===== src/rtl/br_issue_queue_pkg.sv =====
// Shared types for the branch issue queue: uop bundle, issue-queue uop and entry layout.
package br_issue_queue_pkg;

    localparam int PHYS_W  = 6;
    localparam int ROB_W   = 5;
    localparam int EPOCH_W = 2;

    typedef enum logic [1:0] {
        UOP_BR   = 2'd0,
        UOP_JAL  = 2'd1,
        UOP_JALR = 2'd2,
        UOP_RET  = 2'd3
    } uop_class_e;

    typedef struct packed {
        uop_class_e cls;
        logic       uses_rs1;
        logic       uses_rs2;
    } bundle_t;

    typedef struct packed {
        bundle_t             bundle;
        logic [ROB_W-1:0]    rob_idx;
        logic [PHYS_W-1:0]   prd_new;
        logic [EPOCH_W-1:0]  epoch;
        logic [PHYS_W-1:0]   prs1;
        logic [PHYS_W-1:0]   prs2;
    } rs_uop_t;

    typedef struct packed {
        rs_uop_t uop;
        logic    rdy1;
        logic    rdy2;
        logic    valid;
    } iq_entry_t;

endpackage


===== src/rtl/br_issue_queue_if.sv =====
// Dispatch, wakeup, issue and flush signals of the branch issue queue.
interface br_issue_queue_if
    import br_issue_queue_pkg::*;
#(
    parameter int N_WAKE = 2
) ();

    logic                     enq_valid;
    logic                     enq_ready;
    rs_uop_t                  enq_uop;
    logic                     enq_rs1_rdy;
    logic                     enq_rs2_rdy;
    logic [N_WAKE-1:0]        wake_valid;
    logic [N_WAKE*PHYS_W-1:0] wake_preg;
    logic                     issue_valid;
    logic                     issue_ready;
    rs_uop_t                  issue_uop;
    logic                     flush;

    // Dispatch / writeback / BRU side.
    modport master (
        output enq_valid, enq_uop, enq_rs1_rdy, enq_rs2_rdy,
        output wake_valid, wake_preg, issue_ready, flush,
        input  enq_ready, issue_valid, issue_uop
    );

    // Queue side.
    modport slave (
        input  enq_valid, enq_uop, enq_rs1_rdy, enq_rs2_rdy,
        input  wake_valid, wake_preg, issue_ready, flush,
        output enq_ready, issue_valid, issue_uop
    );

endinterface


===== src/rtl/br_issue_queue_wake_match.sv =====
// Compares one physical tag against all wakeup broadcast ports.
module br_issue_queue_wake_match
    import br_issue_queue_pkg::*;
#(
    parameter int N_WAKE = 2
) (
    input  logic [PHYS_W-1:0]        tag,
    input  logic [N_WAKE-1:0]        wake_valid,
    input  logic [N_WAKE*PHYS_W-1:0] wake_preg,
    output logic                     hit
);

    // Any valid broadcast carrying this tag is a hit.
    always_comb begin
        // NOTE: default assignment first so no path leaves hit unassigned (no latch).
        hit = 1'b0;
        for (int k = 0; k < N_WAKE; k++) begin
            if (wake_valid[k] && (wake_preg[k*PHYS_W +: PHYS_W] == tag)) begin
                hit = 1'b1;
            end
        end
    end

endmodule


===== src/rtl/br_issue_queue.sv =====
// In-order issue queue for branch/jump uops between dispatch and the BRU.
module br_issue_queue
    import br_issue_queue_pkg::*;
#(
    parameter int DEPTH  = 4,
    parameter int N_WAKE = 2
) (
    input  logic             clk,
    input  logic             rst_n,
    br_issue_queue_if.slave  bus
);

    localparam int              PTR_W    = $clog2(DEPTH);
    localparam logic [PTR_W:0]  FULL_CNT = (PTR_W+1)'(DEPTH);

    iq_entry_t         entries [DEPTH];
    logic [PTR_W-1:0]  head;
    logic [PTR_W-1:0]  tail;
    logic [PTR_W:0]    count;

    logic [DEPTH-1:0]  hit1;
    logic [DEPTH-1:0]  hit2;
    logic              enq_hit1;
    logic              enq_hit2;
    logic              enq_rdy1;
    logic              enq_rdy2;
    logic              enq_fire;
    logic              deq_fire;

    // Per-entry source wakeup comparators.
    for (genvar i = 0; i < DEPTH; i++) begin : g_entry_wake
        br_issue_queue_wake_match #(.N_WAKE(N_WAKE)) u_wm1 (
            .tag        (entries[i].uop.prs1),
            .wake_valid (bus.wake_valid),
            .wake_preg  (bus.wake_preg),
            .hit        (hit1[i])
        );
        br_issue_queue_wake_match #(.N_WAKE(N_WAKE)) u_wm2 (
            .tag        (entries[i].uop.prs2),
            .wake_valid (bus.wake_valid),
            .wake_preg  (bus.wake_preg),
            .hit        (hit2[i])
        );
    end

    // Same-cycle wakeup bypass for the uop being enqueued.
    br_issue_queue_wake_match #(.N_WAKE(N_WAKE)) u_enq_wm1 (
        .tag        (bus.enq_uop.prs1),
        .wake_valid (bus.wake_valid),
        .wake_preg  (bus.wake_preg),
        .hit        (enq_hit1)
    );
    br_issue_queue_wake_match #(.N_WAKE(N_WAKE)) u_enq_wm2 (
        .tag        (bus.enq_uop.prs2),
        .wake_valid (bus.wake_valid),
        .wake_preg  (bus.wake_preg),
        .hit        (enq_hit2)
    );

    assign enq_rdy1 = bus.enq_rs1_rdy || !bus.enq_uop.bundle.uses_rs1 || enq_hit1;
    assign enq_rdy2 = bus.enq_rs2_rdy || !bus.enq_uop.bundle.uses_rs2 || enq_hit2;

    // Full is judged from count alone; no enqueue-through-dequeue when full.
    assign bus.enq_ready   = (count != FULL_CNT) && !bus.flush;
    assign bus.issue_valid = entries[head].valid && entries[head].rdy1 && entries[head].rdy2;
    assign bus.issue_uop   = entries[head].uop;

    assign enq_fire = bus.enq_valid && bus.enq_ready;
    assign deq_fire = bus.issue_valid && bus.issue_ready;

    // Queue state: flush clears everything, otherwise wakeup, dequeue and enqueue.
    always_ff @(posedge clk or negedge rst_n) begin
        if (!rst_n) begin
            // NOTE: the whole array is reset (it is tiny) so issue_uop reads all-zero out of reset.
            for (int i = 0; i < DEPTH; i++) begin
                entries[i] <= '0;
            end
            head  <= '0;
            tail  <= '0;
            count <= '0;
        end else if (bus.flush) begin
            for (int i = 0; i < DEPTH; i++) begin
                entries[i].valid <= 1'b0;
                entries[i].rdy1  <= 1'b0;
                entries[i].rdy2  <= 1'b0;
            end
            head  <= '0;
            tail  <= '0;
            count <= '0;
        end else begin
            // NOTE: non-blocking throughout; later writes to the same entry win (enqueue over wakeup).
            for (int i = 0; i < DEPTH; i++) begin
                if (entries[i].valid && hit1[i]) entries[i].rdy1 <= 1'b1;
                if (entries[i].valid && hit2[i]) entries[i].rdy2 <= 1'b1;
            end
            if (deq_fire) begin
                entries[head].valid <= 1'b0;
                head                <= head + PTR_W'(1);
            end
            if (enq_fire) begin
                entries[tail] <= '{uop: bus.enq_uop, rdy1: enq_rdy1, rdy2: enq_rdy2, valid: 1'b1};
                tail          <= tail + PTR_W'(1);
            end
            case ({enq_fire, deq_fire})
                2'b10:   count <= count + (PTR_W+1)'(1);
                2'b01:   count <= count - (PTR_W+1)'(1);
                default: count <= count;
            endcase
        end
    end

endmodule

===== src/flat_wrapper.sv =====
// flat-port wrapper written by rule: the top's interface ports become plain ports
module br_issue_queue_flat import br_issue_queue_pkg::*;
#(
    parameter int DEPTH  = 4,
    parameter int N_WAKE = 2
)
  (clk, rst_n, bus_enq_valid, bus_enq_uop, bus_enq_rs1_rdy, bus_enq_rs2_rdy, bus_wake_valid, bus_wake_preg, bus_issue_ready, bus_flush, bus_enq_ready, bus_issue_valid, bus_issue_uop);
  br_issue_queue_if #(.N_WAKE(N_WAKE)) bus_i ();
  input  logic clk;
  input  logic rst_n;
  input wire logic [$bits(bus_i.enq_valid)-1:0] bus_enq_valid;
  input wire logic [$bits(bus_i.enq_uop)-1:0] bus_enq_uop;
  input wire logic [$bits(bus_i.enq_rs1_rdy)-1:0] bus_enq_rs1_rdy;
  input wire logic [$bits(bus_i.enq_rs2_rdy)-1:0] bus_enq_rs2_rdy;
  input wire logic [$bits(bus_i.wake_valid)-1:0] bus_wake_valid;
  input wire logic [$bits(bus_i.wake_preg)-1:0] bus_wake_preg;
  input wire logic [$bits(bus_i.issue_ready)-1:0] bus_issue_ready;
  input wire logic [$bits(bus_i.flush)-1:0] bus_flush;
  output wire logic [$bits(bus_i.enq_ready)-1:0] bus_enq_ready;
  output wire logic [$bits(bus_i.issue_valid)-1:0] bus_issue_valid;
  output wire logic [$bits(bus_i.issue_uop)-1:0] bus_issue_uop;
  assign bus_i.enq_valid = bus_enq_valid;
  assign bus_i.enq_uop = bus_enq_uop;
  assign bus_i.enq_rs1_rdy = bus_enq_rs1_rdy;
  assign bus_i.enq_rs2_rdy = bus_enq_rs2_rdy;
  assign bus_i.wake_valid = bus_wake_valid;
  assign bus_i.wake_preg = bus_wake_preg;
  assign bus_i.issue_ready = bus_issue_ready;
  assign bus_i.flush = bus_flush;
  assign bus_enq_ready = bus_i.enq_ready;
  assign bus_issue_valid = bus_i.issue_valid;
  assign bus_issue_uop = bus_i.issue_uop;
  br_issue_queue #(.DEPTH(DEPTH), .N_WAKE(N_WAKE)) u_core (.clk(clk), .rst_n(rst_n), .bus(bus_i));
endmodule

===== config.mk =====
export PLATFORM = sky130hd
export DESIGN_NAME = br_issue_queue_flat
export DESIGN_NICKNAME = d
export VERILOG_FILES = /design/src/rtl/br_issue_queue_pkg.sv /design/src/rtl/br_issue_queue_if.sv /design/src/rtl/br_issue_queue_wake_match.sv /design/src/rtl/br_issue_queue.sv /design/src/flat_wrapper.sv
export SDC_FILE = /design/constraint.sdc
export NUM_CORES = 1
export LEC_CHECK = 0
export ABC_AREA = 1
export BUFFER_PORTS_ARGS = -buffer_cell sky130_fd_sc_hd__buf_2
export CORE_ASPECT_RATIO = 0.7
export CORE_MARGIN = 2
export CORE_UTILIZATION = 25
export DETAILED_ROUTE_END_ITERATION = 12
export RECOVER_POWER = 50
export SKIP_CTS_REPAIR_TIMING = 1
export SYNTH_ARGS = -nofsm -noshare
export SYNTH_HDL_FRONTEND = slang
export SYNTH_SLANG_ARGS = --single-unit

===== constraint.sdc =====
create_clock -name clk -period 1.73 [get_ports clk]
set_input_delay 0.2595 -clock clk [delete_from_list [all_inputs] [get_ports clk]]
set_output_delay 0.2595 -clock clk [all_outputs]
set_load 0.02 [all_outputs]

==> metrics.md, run 1 <==
| Metric | Value |
|---|---|
| Min Hold Slack | about 83 ps |
| Setup violations, final | 32 |
| Crit. End Element | output pin |
| CTS max path bufs | 2 |
| FF-to-FF setup slack | -180 ps |
| Die area | about 33000 sq um |
| Via density | between 4 and 5 |
| Type of origin of the critical path | flop |
| Max Clk Rate | just under 500 MHz |
| CP bufs+invs | 4 |
| Clock slew at reported path FFs | approximately 70 ps |
| Worst IR drop on VDD | 686 uV |
| Worst path required time | 1470 ps |
| Mux contribution to synthesized area | 0% |
| Number of global-route vias before repair | 7470 |
| Final HPWL from detailed placement | 20.2 mm |
| Final hold violations | 0 |
| Crit path max-delay cell type | dfrtp_2 |
| Final worst slack | -302 ps |
| Synth area leader | dfrtp_1 |
| Yosys cell types | 33 |
| GRT Total Usage | between 15 and 20% |
| Clk Tree Root Cell | clkbuf_16 |
| Layout cells sized above 1 | between 20% and 30% |
| IO Count | 81 |
| Top cell type's share of synthesized area | a little over two fifths |
| Arr. time, crit path | roughly 1800 ps |
| Mapped cell area | between 7000 and 8000 sq um |
| Core ar. | 31200 sq um |
| Clock tree sinks | approximately 140 |
| CTS tree | done |
| Post-Synth XOR/XNOR Area | about 2.2% |
| CTS Buf Count | 17 |
| Compound-gate portion of the synthesized area | a little under a fifth |
| H-tree Lvls | 4 |
| Syn-to-layout area delta | 33.9% |
| Congestion Overflow GR | 0 |
| Mean Syn Cell Area | slightly above 7 sq um |
| Latest clock arrival within the worst-skew pair | 440 ps |
| Routed WL per cell | about 18 um |
| Max Cap Viol | 0 |
| Tmin final | approximately 2000 ps |
| Largest family of logic cells by synthesized area | simple AND/OR/NAND/NOR gates |
| Pre-CTS WS | -63.3 ps |
| Register area share after synthesis | 42.6% |
| Tightest Pin Transition | 1380 ps |
| Syn_nets | around 1200 |
| Number of flops mapped to enable cells by yosys | 0 |
| Post-Synth Simple-Gate Area | between 20% and 30% |
| Top_reg_cell synth | dfrtp_1 |
| CP top delay family | buffers and inverters |
| Fin nets | between 1000 and 1500 |
| Leak pwr | ~5.1 nW |
| CP max FO | 12 |
| DRC Markers | 0 |
| PortBufs | 80 |
| Max incr delay on CP | 460 ps |
| Final Wtd Congestion | slightly below 1 |
| Count leader, synth | nand2_1 |
| Pwr/cell area | between 1000 and 1500 nW/um^2 |
| Adder-Cell Fraction of Synth Area | approximately 1.5% |
| RSZ-0062 raised after global routing | yes |
| First-pass GRT wire length | around 44 mm |
| Die X | ~220 um |
| Max-slew violations | 0 |
| Cells after synthesis | between 1000 and 1500 |
| Die Span Y | 153 um |
| Period utilisation layout | 117% |
| Relative slew slack | roughly 8.0% |
| Register bit total from synthesis | ~140 |
| Largest net degree at the start of global routing | 54 |
| Initial drt markers | 943 |
| Antenna Violating Nets Remaining | 0 |
| Failing checks | setup timing |
| Final wirelength | about 30 mm |
| Yosys warnings | 0 |
| Cell row count | 54 |
| Worst hold path class | input pin to flop |
| Largest cells by area after synthesis | dfrtp_1, nand2_1, o21ai_0 |
| Initial antenna violation count | 2 |
| Via count | 8151 |
| First drt pass iteration count | 5 |
| Commonest cells in the netlist | nand2_1, o21ai_0, dfrtp_1, inv_1, nor2_1 |
| Synth async-reset ratio | 100% |
| Initial Util | approximately 25% |
| Status | finished, violations left |
| Crit-path cells | inv_4 -> buf_12 -> buf_8 -> nor2_1 -> o22ai_1 -> buf_4 |
| Kind of critical path | flop to output pin |
| Final Skew | between 20 and 25 ps |
power breakdown:
group	internal, mW	leakage, nW	switching [mW]	total [mW]
registers	4.22	1.72	1.02	5.25
logic	1.63	3.12	2.35	3.98
clock network	2.36	0.293	1.53	3.89
state kept, by name (all words and copies together), names as in the netlist:
| name | cells |
|---|---|
| u_core.tail | 2 |
| u_core.head | 2 |
| u_core.count | 3 |
| u_core.entries | 128 |
logic make-up after synthesis:
| logic type | Yosys count |
|---|---|
| flip-flops | 135 |
| XOR/XNOR | 20 |
| AND/OR/NAND/NOR | 500 |
| adder cells (fa/ha/maj) | 9 |
| AO/OA/AOI/OAI | 290 |
| buffers and inverters | 160 |
path summary, 6_finish.rpt:
path                               startpoint                 end  cells past startpoint
setup / recovery               u_core.head[0]   bus_issue_uop[16]                      6
hold / removal                 bus_enq_uop[5]  u_core.entries[40]                      3
setup reg to reg               u_core.head[0]     u_core.count[2]                     14
hold reg to reg            u_core.entries[50]  u_core.entries[50]                      2
max in group asynchronous               rst_n      u_core.head[0]                      2
min in group asynchronous               rst_n  u_core.entries[12]                      2
layout make-up:
type | instances | area [sq um]
inverter | 103 | 408
fill | 3331 | 20600
timing repair buffer | 163 | 1470
clock inverter | 13 | 169
tap | 420 | 526
clock buffer | 19 | 453
antenna | 1 | 2.50
sequential | 135 | 3380
multi-input combinational | 819 | 4210
per-stage QoR:
| step | TNS, ps | utilization (%) | cells | area (sq um) | power, mW |
|---|---|---|---|---|---|
| after floorplan | -14.2 | - | 1114 | 7960 | 7.38 |
| after global placement | -92.8 | 29.7 | 1626 | 9280 | 8.68 |
| after detailed placement | -63.3 | 29.7 | 1626 | 9280 | 8.76 |
| after CTS | -11200 | 31.7 | 1658 | 9900 | 12.7 |
| after global routing | -10760 | 34.0 | 1672 | 10600 | 14.0 |
| final | -7630 | 34.0 | 1673 | 10600 | 13.1 |
worst register-to-register path: stages, from the launching register on:
cell and delay, ps:
dfrtp_2 460, buf_4 170, nand2_1 60, inv_1 30, nand2_1 60, nand3_2 90, nand3_2 110, nor2_4 50
fa_2 370, xnor2_2 140, inv_1 50, nand2_1 60, nand2_1 50, nand2_1 60, nand2_1 50
cells in the final DEF, fill, tap and decap left out, types with 14 or more instances in the layout:
cell type	n
o21ai_0	159
o21ai_1	27
buf_4	69
dfrtp_1	134
buf_2	50
nand3_1	23
a21oi_2	22
inv_1	89
nor2_1	69
clkbuf_16	23
nand4_1	16
nand2_1	347
xor2_1	15
o21ai_2	14
a21oi_1	32
buf_6	19
per-layer routing:
layer / up-vias / track usage, % / wire, um
li1: 3873 / - / -
met1: 3845 / 25.5 / 14200
met2: 372 / 24.0 / 12200
met3: 59 / 4.78 / 2770
met4: 2 / 5.38 / 773
met5: - / 0 / 13
Power figures use the tool's default switching activity.
==> inputs of run 2 (changes only) <==
CORE_MARGIN = unset   (was 2)
==> metrics.md, run 2 (synthesized netlist as in run 1, its figures left out) <==
| Metric | Value |
|---|---|
| Status | finished, violations left |
| Failing checks | setup timing |
| Final wirelength | around 29 mm |
| Most frequent cells in the layout | nand2_1, o21ai_0, dfrtp_1 |
| CTS Buf Count | 17 |
| Layout cells sized above 1 | around 20% |
| Number of global-route vias before repair | between 7000 and 8000 |
| Period utilisation layout | 114% |
| Final Skew | approximately 9.7 ps |
| Post-route insts no fill | around 1700 |
| CTS max path bufs | 2 |
| Via density | approximately 4.8 |
| Final HPWL from detailed placement | roughly 20 mm |
| CTS tree | done |
| Final hold violations | 0 |
| Area post-placement | roughly 9000 sq um |
| Pwr/cell area | about 1300 nW/um^2 |
| Kind of critical path | flop to output pin |
| Type of origin of the critical path | flop |
| RSZ-0062 raised after global routing | yes |
| Finished layout cell area | ~10000 sq um |
| Tightest Pin Transition | roughly 1200 ps |
| CP max FO | 9 |
| Crit. End Element | output pin |
| Hold Path Origin | bus_enq_uop[5] |
| Fin nets | ~1300 |
| Tmin final | between 1500 and 2000 ps |
| Latest clock arrival within the worst-skew pair | around 420 ps |
| Clock slew at reported path FFs | roughly 60 ps |
| Die X | ~210 um |
| Setup violations, final | 32 |
| Relative slew slack | roughly a fifth |
| Largest registers | u_core.entries x128, u_core.count x3 |
| Leak pwr | between 4 and 5 nW |
| Sequential cell area | ~3400 sq um |
| Initial antenna violation count | 2 |
| Largest register FFs | between 100 and 150 |
| Final Wtd Congestion | ~0.97 |
| PortBufs | 80 |
| Syn-to-layout area delta | 29.0% |
| H-tree Lvls | 4 |
| Multi-input gate area | around 4000 sq um |
| Most common cell after layout, fill and taps aside | nand2_1 |
| Worst hold path class | input pin to flop |
| Via count | 8034 |
| Max-slew violations | 0 |
| Cell row count | 54 |
| Final worst slack | -243 ps |
| Congestion Overflow GR | 0 |
| Routed WL per cell | about 17 um |
| Clock tree sinks | 135 |
| First-pass GRT wire length | 44.0 mm |
| CP Launch Point | u_core.head[0] |
| GRT Total Usage | 17.7% |
| Max Clk Rate | 507 MHz |
| Worst IR drop on VDD | approximately 710 uV |
| Initial drt markers | between 700 and 800 |
| Initial Util | approximately a quarter |
| DRC Markers | 0 |
| First drt pass iteration count | 5 |
| Biggest register | u_core.entries |
| # fillers | 3294 |
| Antenna Violating Nets Remaining | 0 |
| Core ar. | between 30000 and 40000 sq um |
| Die Span Y | 151 um |
| Die area | ~32000 sq um |
| Setup total negative slack | -5800 ps |
| Clk Tree Root Cell | clkbuf_16 |
| IO Count | 81 |
| Max Cap Viol | 0 |
| Worst path required time | about 1500 ps |
| Cell count after placement | about 1600 |
| R2R Path Start | u_core.head[0] |
| Arr. time, crit path | ~1700 ps |
| Largest net degree at the start of global routing | 49 |
## run 2: cell count changes in the layout (fill, tap and decap cells not counted), sizes merged
cell / previous run / this run
inv: 104 / 102
clkbuf: 27 / 25
buf: 154 / 149
clkinv: 4 / 5
## run 2: cell type report
type / instances / share of cell area (%)
diodes: 1 / 0.0245
clock buffers: 20 / 4.27
clock inverters: 12 / 1.49
inverters: 103 / 4.04
multi-input cells: 819 / 39.7
flip-flops and latches: 135 / 33.1
well taps: 420 / 5.14
repair buffers: 155 / 12.3
## run 2: power by group
group / switching, mW / leakage, nW / total [mW] / internal, mW
combinational: 2.30 / 2.98 / 3.88 / 1.58
sequential: 1.01 / 1.72 / 5.23 / 4.23
clock: 1.44 / 0.276 / 3.71 / 2.27
total: 4.75 / 4.97 / 12.8 / 8.07
## run 2: worst paths after layout
check	cells past startpoint	end	slack (ps)
hold reg to reg	2	u_core.entries[93]	480
max in group asynchronous	3	u_core.head[0]	210
setup / recovery	6	bus_issue_uop[6]	-240
hold / removal	3	u_core.entries[40]	110
setup reg to reg	13	u_core.count[2]	-170
min in group asynchronous	2	u_core.entries[17]	630
## run 2: worst max-delay path, stage by stage (launching register included)
cell     delay, ps
dfrtp_2        500
inv_8           90
buf_12         160
o21ai_2        150
a21oi_1         60
a21oi_1        160
buf_4          170
## run 2: through the flow
stage	power, mW	hold WS, ps	util (%)	setup WS, ps
2_1_floorplan	7.38	-36.1	-	-14.2
3_3_place_gp	8.70	227	29.6	-66.7
3_5_place_dp	8.78	229	29.6	-56.2
4_1_cts	12.6	-222	31.4	-435
5_1_grt	13.7	119	32.8	-307
6_report	12.8	106	32.8	-243
## run 2: per-layer routing
| metal | GRT usage [%] | wire length [um] |
|---|---|---|
| met5 | 0 | 12 |
| met4 | 4.54 | 405 |
| met3 | 4.72 | 2460 |
| met2 | 26.3 | 12200 |
| met1 | 25.3 | 13500 |
